`src/rtl/imem_fetch_unit_pkg.sv`:
```
// Shared types and constants for the DLX instruction fetch stage.
// The fetch entry pairs each buffered instruction with the byte PC it was fetched from.
package dlx_fetch_pkg;

    localparam int XLEN        = 32;
    localparam int INSTR_BYTES = 4;
    localparam int PAIR_BYTES  = 8;

    typedef enum logic {
        WAIT = 1'b0,
        REQ  = 1'b1
    } fetch_state_t;

    typedef struct packed {
        logic [XLEN-1:0] pc;
        logic [XLEN-1:0] instr;
    } fetch_entry_t;

    function automatic logic [XLEN-1:0] word_align(input logic [XLEN-1:0] addr);
        return addr & ~XLEN'(INSTR_BYTES - 1);
    endfunction

    function automatic logic [XLEN-1:0] pair_align(input logic [XLEN-1:0] addr);
        return addr & ~XLEN'(PAIR_BYTES - 1);
    endfunction

endpackage

```
`src/rtl/imem_fetch_unit_if.sv`:
```
// Bundle of the fetch stage's external signals: instruction memory port,
// decode-side valid/ready handshake and the execute-stage redirect.
interface imem_fetch_unit_if #(
    parameter int WORD_SIZE = 32
);
    logic [WORD_SIZE-1:0]   mem_address;
    logic                   mem_enable;
    logic                   mem_data_ready;
    logic [2*WORD_SIZE-1:0] mem_data;
    logic [WORD_SIZE-1:0]   instr;
    logic [WORD_SIZE-1:0]   instr_pc;
    logic                   instr_valid;
    logic                   instr_ready;
    logic                   redirect_valid;
    logic [WORD_SIZE-1:0]   redirect_pc;

    modport master (
        output mem_address, mem_enable, instr, instr_pc, instr_valid,
        input  mem_data_ready, mem_data, instr_ready, redirect_valid, redirect_pc
    );

    modport slave (
        input  mem_address, mem_enable, instr, instr_pc, instr_valid,
        output mem_data_ready, mem_data, instr_ready, redirect_valid, redirect_pc
    );
endinterface

```
`src/rtl/imem_fetch_unit_fifo.sv`:
```
// Instruction buffer: accepts one or two entries per cycle, pops one, flushes in one cycle.
// The caller guarantees a push never exceeds the free space.
module fetch_fifo
    import dlx_fetch_pkg::*;
#(
    parameter int FIFO_DEPTH = 4
) (
    input  logic                          clk,
    input  logic                          rst,
    input  logic                          flush,
    input  logic [1:0]                    push_count,
    input  fetch_entry_t                  push_first,
    input  fetch_entry_t                  push_second,
    input  logic                          pop,
    output fetch_entry_t                  head,
    output logic                          empty,
    output logic [$clog2(FIFO_DEPTH):0]   count
);
    localparam int PTR_W = $clog2(FIFO_DEPTH);
    localparam int CNT_W = PTR_W + 1;
    localparam logic [PTR_W-1:0] PTR_ONE = PTR_W'(1);

    fetch_entry_t           slots [FIFO_DEPTH];
    logic [PTR_W-1:0]       wr_ptr;
    logic [PTR_W-1:0]       rd_ptr;
    logic                   do_pop;

    assign empty  = (count == '0);
    assign do_pop = pop && !empty;
    // Slot contents are undefined while empty, so the head is masked to zero.
    assign head   = empty ? '0 : slots[rd_ptr];

    // NOTE: the storage array is deliberately not reset; only pointers and count are,
    // which keeps it a plain RAM and makes its contents unobservable until written.
    always_ff @(posedge clk) begin
        if (push_count != 2'd0) begin
            slots[wr_ptr] <= push_first;
        end
        if (push_count == 2'd2) begin
            slots[wr_ptr + PTR_ONE] <= push_second;
        end
    end

    // NOTE: sequential state uses non-blocking assignments so every register samples
    // pre-edge values regardless of statement order.
    always_ff @(posedge clk) begin
        if (!rst || flush) begin
            wr_ptr <= '0;
            rd_ptr <= '0;
            count  <= '0;
        end else begin
            wr_ptr <= wr_ptr + PTR_W'(push_count);
            if (do_pop) begin
                rd_ptr <= rd_ptr + PTR_ONE;
            end
            count <= count + CNT_W'(push_count) - CNT_W'(do_pop);
        end
    end

endmodule

```
`src/rtl/imem_fetch_unit.sv`:
```
// DLX instruction fetch: requests word pairs from instruction memory, splits them into
// two instructions, buffers them with their PCs and serves decode; redirects flush everything.
module imem_fetch_unit
    import dlx_fetch_pkg::*;
#(
    parameter int                   WORD_SIZE  = XLEN,
    parameter int                   FIFO_DEPTH = 4,
    parameter logic [WORD_SIZE-1:0] RESET_PC   = '0
) (
    input logic               clk,
    input logic               rst,
    imem_fetch_unit_if.master bus
);
    localparam int CNT_W = $clog2(FIFO_DEPTH) + 1;

    fetch_state_t           state;
    fetch_state_t           state_next;
    logic [WORD_SIZE-1:0]   fetch_pc;
    logic                   skip_lo;
    logic                   capture;
    logic                   pop;
    logic                   has_room;
    logic                   fifo_empty;
    logic [CNT_W-1:0]       fifo_count;
    logic [1:0]             push_count;
    fetch_entry_t           push_first;
    fetch_entry_t           push_second;
    fetch_entry_t           head;
    logic                   mem_enable;
    logic [WORD_SIZE-1:0]   mem_address;

    // Redirect wins over a returning pair and over a decode pop in the same cycle.
    assign capture  = (state == REQ) && bus.mem_data_ready && !bus.redirect_valid;
    assign pop      = !fifo_empty && bus.instr_ready && !bus.redirect_valid;
    assign has_room = (CNT_W'(FIFO_DEPTH) - fifo_count) >= CNT_W'(2);

    always_ff @(posedge clk) begin
        if (!rst) begin
            state <= WAIT;
        end else begin
            state <= state_next;
        end
    end

    // NOTE: every always_comb output gets a default first so no path infers a latch.
    always_comb begin
        state_next = state;
        if (bus.redirect_valid) begin
            state_next = WAIT;
        end else begin
            case (state)
                WAIT:    if (has_room) state_next = REQ;
                REQ:     if (bus.mem_data_ready) state_next = WAIT;
                default: state_next = WAIT;
            endcase
        end
    end

    always_comb begin
        mem_enable  = 1'b0;
        mem_address = '0;
        if (state == REQ) begin
            mem_enable  = 1'b1;
            mem_address = {2'b00, fetch_pc[WORD_SIZE-1:3], 1'b0};
        end
    end

    always_ff @(posedge clk) begin
        if (!rst) begin
            fetch_pc <= word_align(RESET_PC);
            skip_lo  <= RESET_PC[2];
        end else if (bus.redirect_valid) begin
            fetch_pc <= word_align(bus.redirect_pc);
            skip_lo  <= bus.redirect_pc[2];
        end else if (capture) begin
            fetch_pc <= pair_align(fetch_pc) + WORD_SIZE'(PAIR_BYTES);
            skip_lo  <= 1'b0;
        end
    end

    // An odd target word means the low half of the returned pair precedes it and is dropped.
    always_comb begin
        push_count  = 2'd0;
        push_first  = '0;
        push_second = '0;
        if (capture) begin
            if (skip_lo) begin
                push_count  = 2'd1;
                push_first  = '{pc: fetch_pc, instr: bus.mem_data[2*WORD_SIZE-1:WORD_SIZE]};
            end else begin
                push_count  = 2'd2;
                push_first  = '{pc: fetch_pc, instr: bus.mem_data[WORD_SIZE-1:0]};
                push_second = '{pc: fetch_pc + WORD_SIZE'(INSTR_BYTES),
                                instr: bus.mem_data[2*WORD_SIZE-1:WORD_SIZE]};
            end
        end
    end

    fetch_fifo #(
        .FIFO_DEPTH (FIFO_DEPTH)
    ) u_fifo (
        .clk         (clk),
        .rst         (rst),
        .flush       (bus.redirect_valid),
        .push_count  (push_count),
        .push_first  (push_first),
        .push_second (push_second),
        .pop         (pop),
        .head        (head),
        .empty       (fifo_empty),
        .count       (fifo_count)
    );

    assign bus.mem_enable  = mem_enable;
    assign bus.mem_address = mem_address;
    assign bus.instr       = head.instr;
    assign bus.instr_pc    = head.pc;
    assign bus.instr_valid = !fifo_empty;

endmodule

```
`src/flat_wrapper.sv`:
```
// flat-port wrapper written by rule: the top's interface ports become plain ports
module imem_fetch_unit_flat import dlx_fetch_pkg::*;
#(
    parameter int                   WORD_SIZE  = XLEN,
    parameter int                   FIFO_DEPTH = 4,
    parameter logic [WORD_SIZE-1:0] RESET_PC   = '0
)
  (clk, rst, bus_mem_address, bus_mem_enable, bus_instr, bus_instr_pc, bus_instr_valid, bus_mem_data_ready, bus_mem_data, bus_instr_ready, bus_redirect_valid, bus_redirect_pc);
  imem_fetch_unit_if #(.WORD_SIZE(WORD_SIZE)) bus_i ();
  input logic clk;
  input logic rst;
  output wire logic [$bits(bus_i.mem_address)-1:0] bus_mem_address;
  output wire logic [$bits(bus_i.mem_enable)-1:0] bus_mem_enable;
  output wire logic [$bits(bus_i.instr)-1:0] bus_instr;
  output wire logic [$bits(bus_i.instr_pc)-1:0] bus_instr_pc;
  output wire logic [$bits(bus_i.instr_valid)-1:0] bus_instr_valid;
  input wire logic [$bits(bus_i.mem_data_ready)-1:0] bus_mem_data_ready;
  input wire logic [$bits(bus_i.mem_data)-1:0] bus_mem_data;
  input wire logic [$bits(bus_i.instr_ready)-1:0] bus_instr_ready;
  input wire logic [$bits(bus_i.redirect_valid)-1:0] bus_redirect_valid;
  input wire logic [$bits(bus_i.redirect_pc)-1:0] bus_redirect_pc;
  assign bus_mem_address = bus_i.mem_address;
  assign bus_mem_enable = bus_i.mem_enable;
  assign bus_instr = bus_i.instr;
  assign bus_instr_pc = bus_i.instr_pc;
  assign bus_instr_valid = bus_i.instr_valid;
  assign bus_i.mem_data_ready = bus_mem_data_ready;
  assign bus_i.mem_data = bus_mem_data;
  assign bus_i.instr_ready = bus_instr_ready;
  assign bus_i.redirect_valid = bus_redirect_valid;
  assign bus_i.redirect_pc = bus_redirect_pc;
  imem_fetch_unit #(.WORD_SIZE(WORD_SIZE), .FIFO_DEPTH(FIFO_DEPTH), .RESET_PC(RESET_PC)) u_core (.clk(clk), .rst(rst), .bus(bus_i));
endmodule
```
`config.mk`:
```
export PLATFORM = sky130hd
export DESIGN_NAME = imem_fetch_unit_flat
export DESIGN_NICKNAME = d
export VERILOG_FILES = /design/src/rtl/imem_fetch_unit_pkg.sv /design/src/rtl/imem_fetch_unit_if.sv /design/src/rtl/imem_fetch_unit_fifo.sv /design/src/rtl/imem_fetch_unit.sv /design/src/flat_wrapper.sv
export SDC_FILE = /design/constraint.sdc
export NUM_CORES = 1
export LEC_CHECK = 0
export BUFFER_PORTS_ARGS = -buffer_cell sky130_fd_sc_hd__buf_2
export CAP_MARGIN = 20
export CORE_MARGIN = 2
export CORE_UTILIZATION = 45
export DETAILED_ROUTE_END_ITERATION = 12
export GPL_ROUTABILITY_DRIVEN = 0
export MAX_ROUTING_LAYER = met4
export SKIP_LAST_GASP = 1
export SLEW_MARGIN = 20
export SYNTH_ARGS = -nofsm -noshare
export SYNTH_HDL_FRONTEND = slang
export SYNTH_SLANG_ARGS = --single-unit
```
`constraint.sdc`:
```
create_clock -name clk -period 7.2 [get_ports clk]
set_input_delay 0.72 -clock clk [delete_from_list [all_inputs] [get_ports clk]]
set_output_delay 0.72 -clock clk [all_outputs]
set_load 0.02 [all_outputs]
```
==> results of run 1 <==
-- final timing paths --
check	start	to	slack, ps	depth (start not counted)
worst max-delay path	flip-flop	bus_instr_pc[9]	3510	4
worst max register to register	u_core.state	u_core.u_fifo.slots[0][11]	3720	5
worst min register to register	u_core.u_fifo.rd_ptr[0]	u_core.u_fifo.rd_ptr[0]	540	2
worst min-delay path	bus_redirect_pc[5]	u_core.fetch_pc[5]	390	2
-- per-layer routing --
metal,GRT usage [%],up-vias
met5,-,-
met2,36.6,354
met1,30.9,5242
li1,-,4922
met4,5.65,0
met3,3.83,52
-- state kept, by name, summed over array words and instances, names as in the netlist, named ones only --
register,cells
u_core.fetch_pc,30
u_core.state,1
u_core.u_fifo.count,3
u_core.u_fifo.rd_ptr,2
u_core.u_fifo.slots,248
u_core.u_fifo.wr_ptr,2
-- power breakdown --
group / switching, mW / total [mW] / internal, mW
clock: 0.655 / 1.62 / 0.963
combinational: 0.151 / 0.238 / 0.0865
sequential: 0.0426 / 1.86 / 1.82
total: 0.849 / 3.72 / 2.87
-- final cells by class --
cell class              count  area, um2  area share [%]
flip-flops and latches    288       8250            47.7
clock inverters            18        210            1.21
diodes                      6       15.0          0.0867
clock buffers              38        802            4.63
multi-input cells         834       6370            36.8
well taps                 448        561            3.24
inverters                  12       45.0           0.260
repair buffers            204       1050            6.09
-- cell usage after synthesis, drive strengths merged, types with 7 or more instances --
cell | number | area [um2]
or2 | 8 | 50.1
edfxtp | 248 | 7450
and2 | 151 | 945
a22o | 91 | 797
nand4 | 11 | 90.1
or4 | 11 | 93.8
dfxtp | 40 | 801
or3 | 22 | 138
nand2 | 103 | 389
o21ai | 56 | 280
clkbuf | 91 | 342
nand3 | 11 | 67.6
mux4 | 62 | 1400
mux2i | 42 | 420
nor2 | 44 | 165
a31oi | 12 | 75.1
nor3 | 40 | 200
buf | 27 | 160
a21oi | 59 | 295
nor2b | 30 | 188
xnor2 | 11 | 96.3
xor2 | 7 | 61.3
ha | 10 | 125
inv | 12 | 45.0
-- cells by family after synthesis --
group	after synthesis
DFF	288
xor gates and xnor gates	18
buffers and inverters	130
adders and majority gates	11
muxes	104
AOI/OAI and AO/OA	238
and+or+nand+nor	458
other	1
-- cells in the final DEF (no fill, tap or decap), drive strengths merged, types with 7 or more instances in the layout --
| master | count |
|---|---|
| nor2b | 30 |
| edfxtp | 248 |
| nand2 | 103 |
| mux4 | 62 |
| clkinv | 13 |
| inv | 12 |
| or3 | 22 |
| nor3 | 40 |
| a21oi | 59 |
| clkbuf | 38 |
| nand4 | 11 |
| or2 | 8 |
| nand3 | 11 |
| or4 | 11 |
| xor2 | 7 |
| nor2 | 44 |
| dfxtp | 40 |
| a22o | 91 |
| o21ai | 56 |
| mux2i | 42 |
| ha | 10 |
| buf | 204 |
| a31oi | 12 |
| and2 | 151 |
| xnor2 | 11 |
-- worst max-delay path: stages, from the launching register on --
cell	delay, ps
dfxtp_4	600
buf_4	820
mux4_2	590
and2_1	210
buf_2	170
-- stage by stage --
stage | cell area (um2) | total power, mW
final | 17300 | 3.72
after CTS | 17300 | 3.74
after detailed placement | 16300 | 2.14
after global placement | 16300 | 2.13
after floorplan | 15100 | 2.03
after global routing | 17300 | 3.82
==> impl_metrics.tcl, run 1 <==
set metrics [dict create \
    num_rows 67 \
    hold_ws_ps 393 \
    synth_seq_area_share_pct 54.7 \
    layout-drive-gt1-share_pct 24.4 \
    postLayoutCoreUtil_pct 52.0 \
    start_util_pct 45.3 \
    cp-start-kind "flip-flop" \
    wl_per_cell_um 21.2 \
    dr.pass1.iters 4 \
    synth_cells 1248 \
    met1_length_mm 17.0 \
    finClkSkew_ps 10.1 \
    synthXorXnorAreaFrac_pct 1.05 \
    synthDistinctLibCells 52 \
    dp_cells 1786 \
    cp_max_fo 45 \
    synth_area_mm2 0.0151 \
    period_share_pct 51.3 \
    worstSetupPathType "reg -> out" \
    final_nets 1483 \
    syn_area_per_cell_um2 12.1 \
    hold_violations 0 \
    synth_edf_count 248 \
    synthSimpleGateAreaFrac_pct 16.9 \
    setup_ws_ps 3510 \
    holdBufCountCts 0 \
    rsz0062_at_grt "no" \
    end_kind "output pin" \
    antenna_found_initial 6 \
    ios 199 \
    wl_met2_mm 18.6 \
    grt_max_degree 82 \
    path_clk_slew_ps 60 \
    cts_resized 0 \
    slew_violations 0 \
    die-area_mm2 0.0350 \
    min_path_type "in -> reg" \
    postRouteAntennaNets 0 \
    tightest_slew_ps 1120 \
    cap_violations 0 \
    viasPerCell 5.72 \
    core_mm2 0.0333 \
    p_leak_nw 6.05 \
    grt_use_total_pct 23.0 \
    routed-wl-met3_mm 2.78 \
    cts_root_buf "clkbuf_16" \
    setup_violations 0 \
    layout.cells.non_filler 1848 \
    hpwl_mm 23.5 \
    io_buffers 191 \
    clock_sinks 288 \
    synth_mux_area_share_pct 12.1 \
    synth_top_family_by_area "simple AND/OR/NAND/NOR gates" \
    yosysWarnings 0 \
    areaGrowthSynthToFinish_pct 14.9 \
    die_h_um 187 \
    preCtsSetupSlack_ps 3210 \
    synth_ff_type "edfxtp_1" \
    cts_max_path_buffers 3 \
    synth_compound_area_share_pct 10.7 \
    fin_tns_setup_ps 0 \
    synthAdderAreaFrac_pct 0.963 \
    cts_setup_buffers 0 \
    fillers 2917 \
    status "finished clean" \
    grt_pass1_wl_mm 60.7 \
    drt_iter0_drc 755 \
    power-per-cell-area_mw_per_mm2 215 \
    required_ps 6480 \
    routed-via-count 10600 \
    synth_seq_cells 288 \
    cts_tree "yes" \
    synth_async_sr_flop_share_pct 0 \
    grt_pass1_vias 10500 \
    dieWidth_um 187 \
    overflow 0 \
    insertion_delay_ps 560 \
    h-tree-depth 1 \
    relSlewSlack_pct 25.6 \
    fmax_mhz 271 \
    drt_wl_total_mm 39.2 \
    crit_arrival_ps 2970 \
    cts_buffers 31 \
    top_layer_used "met4" \
    period_needed_ps 3690 \
    drt_drc_violations_left 0 \
    max-vdd-ir-drop_uv 171 \
]
Note: power is estimated with default switching activity, not from simulation.
==> run 2, diff against run 1 <==
- clock period: 7.2 -> 3.4 ns (I/O delays scaled with it)
==> impl_metrics.tcl, run 2 (synthesis gave the netlist of run 1 again) <==
set metrics [dict create \
    status "finished clean" \
    grt_pass1_wl_mm 61.1 \
    start_util_pct 45.3 \
    core_mm2 0.0333 \
    power-per-cell-area_mw_per_mm2 450 \
    insertion_delay_ps 510 \
    overflow 0 \
    grt_max_degree 66 \
    cp_max_fo 24 \
    reg.largest.list "u_core.u_fifo.slots x248, u_core.fetch_pc x30, u_core.u_fifo.count x3" \
    max-vdd-ir-drop_uv 257 \
    clock_sinks 288 \
    holdBufCountCts 0 \
    drt_wl_total_mm 39.7 \
    finClkSkew_ps 20.2 \
    hpwl_mm 24.7 \
    die-area_mm2 0.0350 \
    required_ps 3060 \
    grt_pass1_vias 10700 \
    cts_tree "yes" \
    antenna_found_initial 1 \
    path_clk_slew_ps 60 \
    cap_violations 0 \
    rsz0062_at_grt "no" \
    hold_violations 0 \
    drt_iter0_drc 710 \
    ios 199 \
    p_leak_nw 6.23 \
    io_buffers 191 \
    viasPerCell 5.66 \
    ff2ff_path_depth 6 \
    fin_tns_setup_ps 0 \
    period_share_pct 82.3 \
    wl_per_cell_um 21.2 \
    preCtsSetupSlack_ps 788 \
    cts_max_path_buffers 3 \
    regMostFlops "u_core.u_fifo.slots" \
    dr.pass1.iters 5 \
    layout_commonest_cell "edfxtp_1" \
    routed-via-count 10600 \
    crit_arrival_ps 2460 \
    holdPathStages 3 \
    relSlewSlack_pct 31.0 \
    num_rows 67 \
    die_h_um 187 \
    grt_use_total_pct 23.2 \
    h-tree-depth 2 \
    fmax_mhz 357 \
    hold_ws_ps 64.3 \
    cts_setup_buffers 0 \
    cts_buffers 34 \
    layout_common_cells "edfxtp_1 (248), buf_2 (191), and2_1 (151), nand2_1 (102), a22o_1 (91)" \
    layout-drive-gt1-share_pct 25.8 \
    drt_drc_violations_left 0 \
    cp-start-kind "flip-flop" \
    cts_resized 0 \
    areaGrowthSynthToFinish_pct 16.9 \
    setup_ws_ps 602 \
    min_path_type "in -> reg" \
    postRouteAntennaNets 0 \
    tightest_slew_ps 1030 \
    dieWidth_um 187 \
    final_nets 1514 \
    end_kind "output pin" \
    setup_violations 0 \
    largest_reg_flops 248 \
    period_needed_ps 2800 \
    cts_root_buf "clkbuf_16" \
    worstSetupPathType "reg -> out" \
    slew_violations 0 \
]
## run 2: cell count changes in the layout (fill, tap and decap cells not counted), sizes merged
cell / before / now
buf: 204 / 232
clkbuf: 38 / 45
diode: 6 / 1
bufinv: 5 / 1
inv: 12 / 11
## run 2: layout make-up
class	count	area [um2]
clock inverters	13	78.8
inverters	12	45.0
flip-flops and latches	288	8250
repair buffers	232	1350
fillers	2915	15700
well taps	448	561
multi-input cells	834	6350
diodes	1	2.50
clock buffers	45	976
## run 2: metrics by stage
step | instances | utilization [%] | cell area (um2) | power, mW
after CTS | 1872 | 52.9 | 17600 | 7.98
final | 1873 | 52.9 | 17600 | 7.93
after detailed placement | 1814 | 49.8 | 16600 | 4.54
after global placement | 1814 | 49.8 | 16600 | 4.53
after global routing | 1873 | 52.9 | 17600 | 8.18
after floorplan | 1252 | - | 15100 | 4.30
## run 2: path summary, 6_finish.rpt
kind / start / slack [ps] / endpoint
worst max-delay path: flip-flop / 600 / bus_instr[30]
worst min-delay path: bus_redirect_pc[23] / 60 / u_core.fetch_pc[23]
worst max register to register: u_core.fetch_pc[2] / 780 / u_core.u_fifo.slots[1][56]
worst min register to register: u_core.u_fifo.rd_ptr[0] / 540 / flip-flop
## run 2: report_power, final
part           total [mW]  leakage [nW]  switching, mW  internal, mW
Clock                3.46         0.517           1.38          2.08
Combinational       0.536          3.27          0.337         0.199
Sequential           3.93          2.44         0.0746          3.86
Total                7.93          6.23           1.79          6.13
## run 2: critical path, stage by stage (launching register included)
cell     delay, ps
dfxtp_4        690
buf_4          360
mux4_2         570
and2_1         180
buf_2          150
## run 2: metal layers
| metal | vias to the layer above | wire length (um) | track usage (%) |
|---|---|---|---|
| met4 | 0 | 661 | 5.74 |
| met2 | 369 | 19000 | 37.0 |
| li1 | 4982 | - | - |
| met3 | 54 | 2450 | 3.06 |
| met1 | 5199 | 17600 | 31.7 |
| met5 | - | 0 | - |
==> run 3, diff against run 2 <==
- clock period: 3.4 -> 2.87 ns (I/O delays scaled with it)
==> impl_metrics.tcl, run 3 (synthesis gave the netlist of run 1 again) <==
set metrics [dict create \
    layout_common_cells "edfxtp_1 (248), buf_2 (191), and2_1 (151), nand2_1 (102), a22o_1 (91)" \
    setup_ws_ps 230 \
    regMostFlops "u_core.u_fifo.slots" \
    combPwrFrac_pct 6.9 \
    preCtsSetupSlack_ps 369 \
    cp_top_family "flip-flops" \
    cts_max_path_buffers 3 \
    swShare_pct 22.6 \
    hpwl_mm 24.2 \
    h-tree-depth 1 \
    die_h_um 187 \
    max_stage_delay_ps 580 \
    io_buffers 191 \
    reg.largest.list "u_core.u_fifo.slots x248, u_core.fetch_pc x30, u_core.u_fifo.count x3" \
    wl_per_cell_um 21.1 \
    min_path_type "in -> reg" \
    placed_area_mm2 0.0166 \
    critPathBufInv 2 \
    drt_wl_total_mm 39.7 \
    cp-start-kind "flip-flop" \
    p_sw_mw 2.14 \
    postRouteAntennaNets 0 \
    worstPathCellList "buf_12 -> mux4_2 -> and2_1 -> buf_2" \
    r2r_start "u_core.u_fifo.count[0]" \
    fin_tns_setup_ps 0 \
    postLayoutCoreUtil_pct 53.4 \
    met3_usage_pct 2.93 \
    met1_usage_pct 32.7 \
    busiest_layer "met2" \
    period_share_pct 92.0 \
    dieWidth_um 187 \
    largest_reg_flops 248 \
    grt_util_met2_pct 35.9 \
    fillers 2881 \
    cts_setup_buffers 0 \
    hold_violations 0 \
    grt_pass1_vias 10800 \
    seq_area_mm2 0.00826 \
    end_kind "output pin" \
    antenna_found_initial 1 \
    fmax_mhz 379 \
    max-vdd-ir-drop_uv 481 \
    slew_violations 0 \
    drt_drc_violations_left 0 \
    die-area_mm2 0.0350 \
    clock_sinks 288 \
    insertion_delay_ps 550 \
    power_frac_seq_pct 49.1 \
    finalInstanceArea_mm2 0.0178 \
    layout_commonest_cell "edfxtp_1" \
    overflow 0 \
    total_power_mw 9.47 \
    cts_root_buf "clkbuf_16" \
    cap_violations 0 \
    start_util_pct 45.3 \
    routed-via-count 10800 \
    rsz0062_at_grt "no" \
    p_leak_nw 6.30 \
    crit_end "bus_instr[12]" \
    grt_pass1_wl_mm 61.7 \
    power-per-cell-area_mw_per_mm2 533 \
    p_int_mw 7.33 \
    slowest_stage "dfxtp_4" \
    dr.pass1.iters 6 \
    worstSetupPathType "reg -> out" \
    grt_use_total_pct 23.4 \
    setup_violations 0 \
    status "finished clean" \
    relSlewSlack_pct 41.9 \
    viasPerCell 5.72 \
    crit_cells 4 \
    cp_max_fo 28 \
    num_rows 67 \
    grt_max_degree 65 \
    ios 199 \
    areaGrowthSynthToFinish_pct 17.9 \
    p_clk_share_pct 43.9 \
    multi_input_area_mm2 0.00635 \
    final_nets 1523 \
    reg2reg_to "u_core.u_fifo.count[2]" \
    path_clk_slew_ps 60 \
    reg2reg_slack_ps 370 \
    layout-drive-gt1-share_pct 26.1 \
    cts_tree "yes" \
    finClkSkew_ps 9.44 \
    crit_arrival_ps 2350 \
    period_needed_ps 2640 \
    required_ps 2580 \
    tightest_slew_ps 870 \
    cts_buffers 31 \
    drt_iter0_drc 757 \
    ff2ff_path_depth 11 \
    core_mm2 0.0333 \
]
-- run 3: per-stage QoR --
step | hold slack (ps) | instances
after floorplan | 425 | 1252
after global routing | 53.2 | 1884
after detailed placement | 516 | 1816
final | 30.9 | 1886
after global placement | 515 | 1816
after CTS | 2.09 | 1883
-- run 3: power groups by stage --
| stage | clock network (mW) | registers (mW) | logic [mW] |
|---|---|---|---|
| finish | 4.16 | 4.65 | 0.656 |
| global route | 4.38 | 4.66 | 0.723 |
| CTS | 4.23 | 4.65 | 0.658 |
| detailed placement | 0 | 4.74 | 0.644 |
| global placement | 0 | 4.73 | 0.638 |
| floorplan | 0 | 4.69 | 0.410 |
-- run 3: worst min path at each step --
stage | from | endpoint | slack, ps | cells after the start
4_1_cts | bus_redirect_pc[15] | u_core.fetch_pc[15] | 2 | 3
5_1_grt | bus_redirect_pc[19] | u_core.fetch_pc[19] | 50 | 3
3_3_place_gp | bus_redirect_pc[5] | u_core.fetch_pc[5] | 510 | 2
6_report | bus_redirect_pc[15] | u_core.fetch_pc[15] | 30 | 3
3_5_place_dp | bus_redirect_pc[5] | u_core.fetch_pc[5] | 520 | 2
2_1_floorplan | bus_redirect_pc[5] | u_core.fetch_pc[5] | 420 | 1
-- run 3: layout make-up --
type / count / share of cell area, %
clock buffers: 34 / 4.43
inverters: 12 / 0.253
multi-input cells: 834 / 35.7
clock inverters: 23 / 1.55
well taps: 448 / 3.15
flip-flops and latches: 288 / 46.5
diodes: 3 / 0.0422
repair buffers: 244 / 8.39
-- run 3: worst min-delay path, cell delays in order --
cell and delay [ps]:
buf_2 80, o21ai_0 60, a31oi_1 120
-- run 3: repair_timing --
action                                  in CTS  in global routing
resized for setup                            0                  0
hold endpoints to repair                    10                  0
endpoints found under the setup margin       0                  0
hold buffers                                10                  0
-- run 3: routing by layer --
layer	share of wire (%)	wire length, um
met2	46	18200
met3	7.5	2980
met1	45	17700
met5	0	0
met4	2.1	830
